--- config.mk ---
export PLATFORM = sky130hd
export DESIGN_NAME = d_sram_like_to_axi
export DESIGN_NICKNAME = d
export VERILOG_FILES = /design/src/rtl/d_sram_like_to_axi.sv
export SDC_FILE = /design/constraint.sdc
export NUM_CORES = 1
export LEC_CHECK = 0
export ABC_AREA = 1
export CAP_MARGIN = 20
export CORE_AREA = 2 2 114 116
export DETAILED_ROUTE_END_ITERATION = 10
export DIE_AREA = 0 0 116 118
export PLACE_DENSITY = 0.8
export SLEW_MARGIN = 20
export SYNTH_ARGS = -nofsm -noshare
export SYNTH_HDL_FRONTEND = slang
export SYNTH_SLANG_ARGS = --single-unit
--- constraint.sdc ---
create_clock -name clk -period 4.05 [get_ports clk]
set_clock_uncertainty 0.2 [all_clocks]
set_input_delay 0.6075 -clock clk [delete_from_list [all_inputs] [get_ports clk]]
set_output_delay 0.6075 -clock clk [all_outputs]
set_load 0.03 [all_outputs]
--- src/rtl/d_sram_like_to_axi.sv ---
// d_sram_like_to_axi: data-side bridge from the CPU sram-like handshake to a
// single-beat AXI master port. One transaction in flight at a time.
// Optional feature macro: D_AXI_EARLY_WRESP_EN -- when defined, a write reports
// data_data_ok as soon as AW and W are both accepted, then waits for B before
// accepting the next request.
//
// Handshake rule used on every AXI channel: a beat transfers on the rising edge
// where valid and ready are both high; a raised valid stays high with stable
// payload until that edge.
module d_sram_like_to_axi #(
    parameter logic [3:0] RD_ID = 4'd0,
    parameter logic [3:0] WR_ID = 4'd1
) (
    input  logic        clk,
    input  logic        rst,
    // sram-like side
    input  logic        data_req,
    input  logic        data_wr,
    input  logic [1:0]  data_size,
    input  logic [31:0] data_addr,
    input  logic [31:0] data_wdata,
    output logic        data_addr_ok,
    output logic        data_data_ok,
    output logic [31:0] data_rdata,
    // AXI read address
    output logic [3:0]  arid,
    output logic [31:0] araddr,
    output logic [7:0]  arlen,
    output logic [2:0]  arsize,
    output logic        arvalid,
    input  logic        arready,
    // AXI read data
    input  logic [3:0]  rid,
    input  logic [31:0] rdata,
    input  logic [1:0]  rresp,
    input  logic        rlast,
    input  logic        rvalid,
    output logic        rready,
    // AXI write address
    output logic [3:0]  awid,
    output logic [31:0] awaddr,
    output logic [7:0]  awlen,
    output logic [2:0]  awsize,
    output logic        awvalid,
    input  logic        awready,
    // AXI write data
    output logic [3:0]  wid,
    output logic [31:0] wdata,
    output logic [3:0]  wstrb,
    output logic        wlast,
    output logic        wvalid,
    input  logic        wready,
    // AXI write response
    input  logic [3:0]  bid,
    input  logic [1:0]  bresp,
    input  logic        bvalid,
    output logic        bready,
    // debug: current FSM state
    output logic [2:0]  dbg_state
);

    typedef enum logic [2:0] {
        IDLE   = 3'd0,
        RD_AR  = 3'd1,
        RD_R   = 3'd2,
        WR_REQ = 3'd3,
        WR_B   = 3'd4,
        RESP   = 3'd5
    } state_t;

    state_t      state_q, state_d;
    logic [31:0] addr_q, addr_d;
    logic [31:0] wdata_q, wdata_d;
    logic [31:0] data_rdata_q, data_rdata_d;
    logic [1:0]  size_q, size_d;
    logic        wr_q, wr_d;
    logic        aw_done_q, aw_done_d;
    logic        w_done_q, w_done_d;
    logic [1:0]  size_eff;
    logic        unused_inputs;

    // Next-state, latching and handshake outputs of the transaction FSM.
    always_comb begin
        state_d      = state_q;
        addr_d       = addr_q;
        wdata_d      = wdata_q;
        size_d       = size_q;
        wr_d         = wr_q;
        data_rdata_d = data_rdata_q;
        aw_done_d    = aw_done_q;
        w_done_d     = w_done_q;
        data_addr_ok = 1'b0;
        data_data_ok = 1'b0;
        arvalid      = 1'b0;
        rready       = 1'b0;
        awvalid      = 1'b0;
        wvalid       = 1'b0;
        bready       = 1'b0;
        case (state_q)
            IDLE: begin
                // No acceptance while reset is being applied.
                data_addr_ok = data_req & ~rst;
                if (data_addr_ok) begin
                    addr_d    = data_addr;
                    wdata_d   = data_wdata;
                    size_d    = data_size;
                    wr_d      = data_wr;
                    aw_done_d = 1'b0;
                    w_done_d  = 1'b0;
                    state_d   = data_wr ? WR_REQ : RD_AR;
                end
            end
            RD_AR: begin
                arvalid = 1'b1;
                if (arready) state_d = RD_R;
            end
            RD_R: begin
                rready = 1'b1;
                if (rvalid) begin
                    data_rdata_d = rdata;
                    state_d      = RESP;
                end
            end
            WR_REQ: begin
                // AW and W retire independently; move on once both are done.
                awvalid   = ~aw_done_q;
                wvalid    = ~w_done_q;
                aw_done_d = aw_done_q | (awvalid & awready);
                w_done_d  = w_done_q | (wvalid & wready);
                if (aw_done_d && w_done_d) begin
`ifdef D_AXI_EARLY_WRESP_EN
                    state_d = RESP;
`else
                    state_d = WR_B;
`endif
                end
            end
            WR_B: begin
                bready = 1'b1;
                if (bvalid) begin
`ifdef D_AXI_EARLY_WRESP_EN
                    state_d = IDLE;
`else
                    state_d = RESP;
`endif
                end
            end
            RESP: begin
                data_data_ok = 1'b1;
                state_d      = IDLE;
`ifdef D_AXI_EARLY_WRESP_EN
                // Write already reported; still owe the B handshake.
                if (wr_q) state_d = WR_B;
`endif
            end
            default: state_d = IDLE;
        endcase
    end

    // State and latched-transaction registers with synchronous reset.
    always_ff @(posedge clk) begin
        if (rst) begin
            state_q      <= IDLE;
            addr_q       <= 32'd0;
            wdata_q      <= 32'd0;
            size_q       <= 2'd0;
            wr_q         <= 1'b0;
            data_rdata_q <= 32'd0;
            aw_done_q    <= 1'b0;
            w_done_q     <= 1'b0;
        end else begin
            state_q      <= state_d;
            addr_q       <= addr_d;
            wdata_q      <= wdata_d;
            size_q       <= size_d;
            wr_q         <= wr_d;
            data_rdata_q <= data_rdata_d;
            aw_done_q    <= aw_done_d;
            w_done_q     <= w_done_d;
        end
    end

    // Byte-lane strobes derived from the latched size and low address bits.
    always_comb begin
        case (size_q)
            2'd0:    wstrb = 4'b0001 << addr_q[1:0];
            2'd1:    wstrb = addr_q[1] ? 4'b1100 : 4'b0011;
            default: wstrb = 4'b1111;
        endcase
    end

    // Size 3 is not a legal sram-like size; treat it as a word.
    assign size_eff   = (size_q == 2'd3) ? 2'd2 : size_q;

    assign arid       = RD_ID;
    assign araddr     = addr_q;
    assign arlen      = 8'd0;
    assign arsize     = {1'b0, size_eff};
    assign awid       = WR_ID;
    assign awaddr     = addr_q;
    assign awlen      = 8'd0;
    assign awsize     = {1'b0, size_eff};
    assign wid        = WR_ID;
    assign wdata      = wdata_q;
    assign wlast      = 1'b1;
    assign data_rdata = data_rdata_q;
    assign dbg_state  = state_q;

    // Response ids/codes carry no information for this single-outstanding port.
    assign unused_inputs = ^{rid, rresp, rlast, bid, bresp, wr_q};

endmodule

==> implementation parameters <==
Parameter                              Value

Logic synthesis
  Main flop type after synthesis    sky130_fd_sc_hd__dfxtp_1
  Most common cell in the synthesized netlist    sky130_fd_sc_hd__nand2_1
  Share of the synthesized area in the top cell type    47.47%
  Average cell area after synthesis    7.716 µm²
  Share of synthesized flip-flops with an asynchronous set or reset    0%
  Synthesized instance count    563
  Sequential-to-total area share from yosys stat    47.47%
  Register bit count reported by yosys    103
  Post-synthesis cell type count    21
  Area contributors post-synth    sky130_fd_sc_hd__dfxtp_1 47%, sky130_fd_sc_hd__buf_4 12%, sky130_fd_sc_hd__nand2_1 12%
  Number of enable-type register cells in the synthesized netlist    0
  Post-synthesis instance area    0.004344 mm²
  Library cell occupying the most area in the post-synthesis netlist    sky130_fd_sc_hd__dfxtp_1
  Most frequent cells after synthesis    141 x sky130_fd_sc_hd__nand2_1, 103 x sky130_fd_sc_hd__dfxtp_1, 71 x sky130_fd_sc_hd__buf_4
  Synth warn    0

Cells and area
  Final standard cell area without fillers    0.006905 mm²
  Utilization of the core after routing    55.62%
  Register area    0.002062 mm²
  Synthesis-to-finish area growth    58.96%
  Fill count    1,156
  Fraction of layout instances using a drive strength above 1    6.649%
  Area occupied by multi-input gates    0.001653 mm²
  Number of nets in the finished design    882

Min path
  Hold wc startpoint    wdata[24]$_SDFFE_PP0P_
  Hold path depth    2
  Hold Crit Endpoint    wdata[24]$_SDFFE_PP0P_
  Min-Delay Path Class    flop to flop

Timing
  Fraction of the cycle the final worst path needs    69.50%
  Final hold violations    0
  Final worst slack    1235 ps
  Total negative slack for setup checks    0 ps
  Fin crit period    2815 ps
  Rel. slew slack    48.53%
  Final-report max-slew violation count    0
  Timing-limited maximum frequency    0.3553 GHz
  Total setup violations reported at the end of the flow    0
  Slew @ Worst Pin    770.9 ps
  Setup repair after global routing missed its margin    no

Critical path
  Critical Path Fanout Max    8
  Path depth of the worst reg2reg path    7
  Origin of the critical flop-to-flop path    dbg_state[1]$_SDFFE_PP0P_
  Required time reported for the critical path endpoint    3240 ps
  Critical Setup Path Class    flop to primary output
  Buf+Inv Stages, Crit Path    2
  Data arrival, critical path    2010 ps
  Highest-delay cell along the critical path    sky130_fd_sc_hd__clkdlybuf4s50_1
  Top delay family on crit path    buffers and inverters
  Library cell appearing most often on the critical path    sky130_fd_sc_hd__nor2_1
  Setup slack of the worst register-to-register path    1790 ps
  Reg-to-reg critical path endpoint    data_rdata[29]$_SDFFE_PP0P_
  Category of the worst setup path capture point    primary output
  Launching instance or port of the critical path    dbg_state[1]$_SDFFE_PP0P_
  Crit-path cells    nand2_1 > nor2_1 > inv_1 > nor2_1 > clkdlybuf4s50_1
  Critical path's largest stage delay    670 ps
  Critical Path Source Type    flop

Route
  WL per Instance    13.18 µm
  Post-route antenna net violation count    0
  Aggregate routed wire length    12,390 µm
  Detailed-router iteration count before antenna repair    4
  DRC violation total after the first TritonRoute iteration    211
  Via Count    4,045
  Via/cell ratio    4.303
  Remaining routing DRC violations    0

Pwr
  Switching power summed over all nets    1.773 mW
  Clk pwr share    23.1%
  Pwr/cell area    640.7 mW/mm²
  Combinational fraction of design power    45.3%
  Static leakage power    2.974 nW
  Net Sw Frac    40.08%
  Internal power    2.651 mW
  Part of the total power dissipated in sequential elements    31.5%
  VDD IR max    0.0003078 V

Clocking
  Later-pin clock latency in the skew report    340 ps
  Clock sink total    103
  Library cell used as clock root buffer    sky130_fd_sc_hd__clkbuf_16
  CTS Buffer Depth    2
  CTS tree    done
  Clock slew seen by the registers of the worst setup and hold paths    70 ps
  Count of buffers added by post-CTS timing repair for setup    0
  Hold-fix buffer count after cts    0
  H-Tree Depth    3
  Count of instances resized after the clock tree is built    0
  Number of buffers created by CTS    9

Floorplan
  Die ar.    0.01369 mm²
  Placeable core region    0.01241 mm²
  Chip height    118 µm
  Placement Rows    41
  Effective utilization at floorplan    34.99%
  Die boundary width    116 µm
  Number of top-level pins    297

Run status
  Result of the run    finished, final reports clean

Run
  Max-cap violation count    0

Placed design
  Placement Cell Area    0.006548 mm²
  Worst slack after detailed placement    1349 ps
  Final weighted congestion in routability-driven placement    0.7802
  Number of I/O port buffers    252
  Detailed placement HPWL    8931 µm

GRT
  Global-route wire length before repair    19,360 µm
  Number of antenna violations at the first check in global routing    1
  Maximum number of pins on one net before global-route repair    73
  Vias in the first global route    3,811
  Overflow left after global routing    0
  Total track usage    18.04%
## tightest hold or removal path, delay by kind of cell (launching register included)
kind | cells | cell delay (ps)
simple gates | 2 | 110
flops | 1 | 310
## power groups by stage
| stage | Sequential, mW | Combinational (mW) | Clock, mW |
|---|---|---|---|
| 6_report | 1.40 | 2.01 | 1.02 |
| 5_1_grt | 1.43 | 2.14 | 1.09 |
| 4_1_cts | 1.40 | 2.03 | 1.04 |
| 3_5_place_dp | 1.42 | 2.02 | 0 |
| 3_3_place_gp | 1.41 | 2.01 | 0 |
| 2_1_floorplan | 1.80 | 0.922 | 0 |
## kinds of logic (layout without fill, tap and decap cells)
| family | after synthesis | in the layout | synth area share, % |
|---|---|---|---|
| and+or+nand+nor | 293 | 293 | 29.35 |
| AOI/OAI and AO/OA | 50 | 50 | 5.818 |
| DFF | 103 | 103 | 47.47 |
| other | 2 | 32 | 0.1729 |
| buffers and inverters | 115 | 290 | 17.19 |
## area by class of cell
class | count | share of cell area (%)
repair buffers | 256 | 36.93
multi-input cells | 374 | 23.94
clock inverters | 4 | 1.431
well taps | 172 | 3.117
diodes | 1 | 0.03624
flip-flops and latches | 103 | 29.86
clock buffers | 12 | 3.714
inverters | 18 | 0.9784
## state kept, by name, indices dropped and copies added, names as in the netlist
signal	cells
araddr	32
w_done_q	1
size_q	2
data_rdata	32
aw_done_q	1
wdata	32
dbg_state	3
## per-stage QoR
stage / hold WS, ps / instances / power (mW)
6_report: 263.4 / 940 / 4.424
5_1_grt: 283.9 / 940 / 4.655
4_1_cts: 265.7 / 939 / 4.466
3_5_place_dp: 257.0 / 923 / 3.436
3_3_place_gp: 251.5 / 923 / 3.415
2_1_floorplan: 247.5 / 592 / 2.718
## layer usage
layer	vias to the layer above	track usage [%]	share of wire [%]
met5	-	0	0
met4	0	9.449	2.8
met3	21	4.943	6.8
met2	163	30.08	49
met1	1781	20.78	41
li1	2080	-	-
## worst max path at each step
| stage | endpoint | slack [ps] | depth (start not counted) |
|---|---|---|---|
| after floorplan | data_data_ok | 1770 | 3 |
| after CTS | wvalid | 1220 | 5 |
| final | wvalid | 1240 | 5 |
| after global routing | wvalid | 1090 | 5 |
| after detailed placement | data_rdata[5]$_SDFFE_PP0P_ | 1350 | 6 |
| after global placement | data_rdata[1]$_SDFFE_PP0P_ | 1350 | 6 |
## cells in the final DEF, fill, tap and decap left out
cell,netlist,final
sky130_fd_sc_hd__o21ai_0,9,9
sky130_fd_sc_hd__conb_1,2,31
sky130_fd_sc_hd__buf_4,71,5
sky130_fd_sc_hd__bufinv_16,0,3
sky130_fd_sc_hd__a21oi_1,6,6
sky130_fd_sc_hd__nor2_8,1,1
sky130_fd_sc_hd__nor3_1,3,3
sky130_fd_sc_hd__inv_1,13,12
sky130_fd_sc_hd__nor2_2,22,22
sky130_fd_sc_hd__nand3b_1,2,2
sky130_fd_sc_hd__nand4_4,0,1
sky130_fd_sc_hd__clkbuf_1,17,1
sky130_fd_sc_hd__o21bai_1,1,1
sky130_fd_sc_hd__dfxtp_1,103,103
sky130_fd_sc_hd__nand2_1,141,141
sky130_fd_sc_hd__nor2_1,57,57
sky130_fd_sc_hd__clkbuf_8,0,2
sky130_fd_sc_hd__inv_6,0,1
sky130_fd_sc_hd__diode_2,0,1
sky130_fd_sc_hd__clkdlybuf4s50_1,0,251
sky130_fd_sc_hd__o21ai_1,34,34
sky130_fd_sc_hd__clkbuf_16,0,9
sky130_fd_sc_hd__nand3_1,65,65
sky130_fd_sc_hd__nand2_2,1,1
sky130_fd_sc_hd__inv_2,5,6
Note: power is estimated with default switching activity, not from simulation.
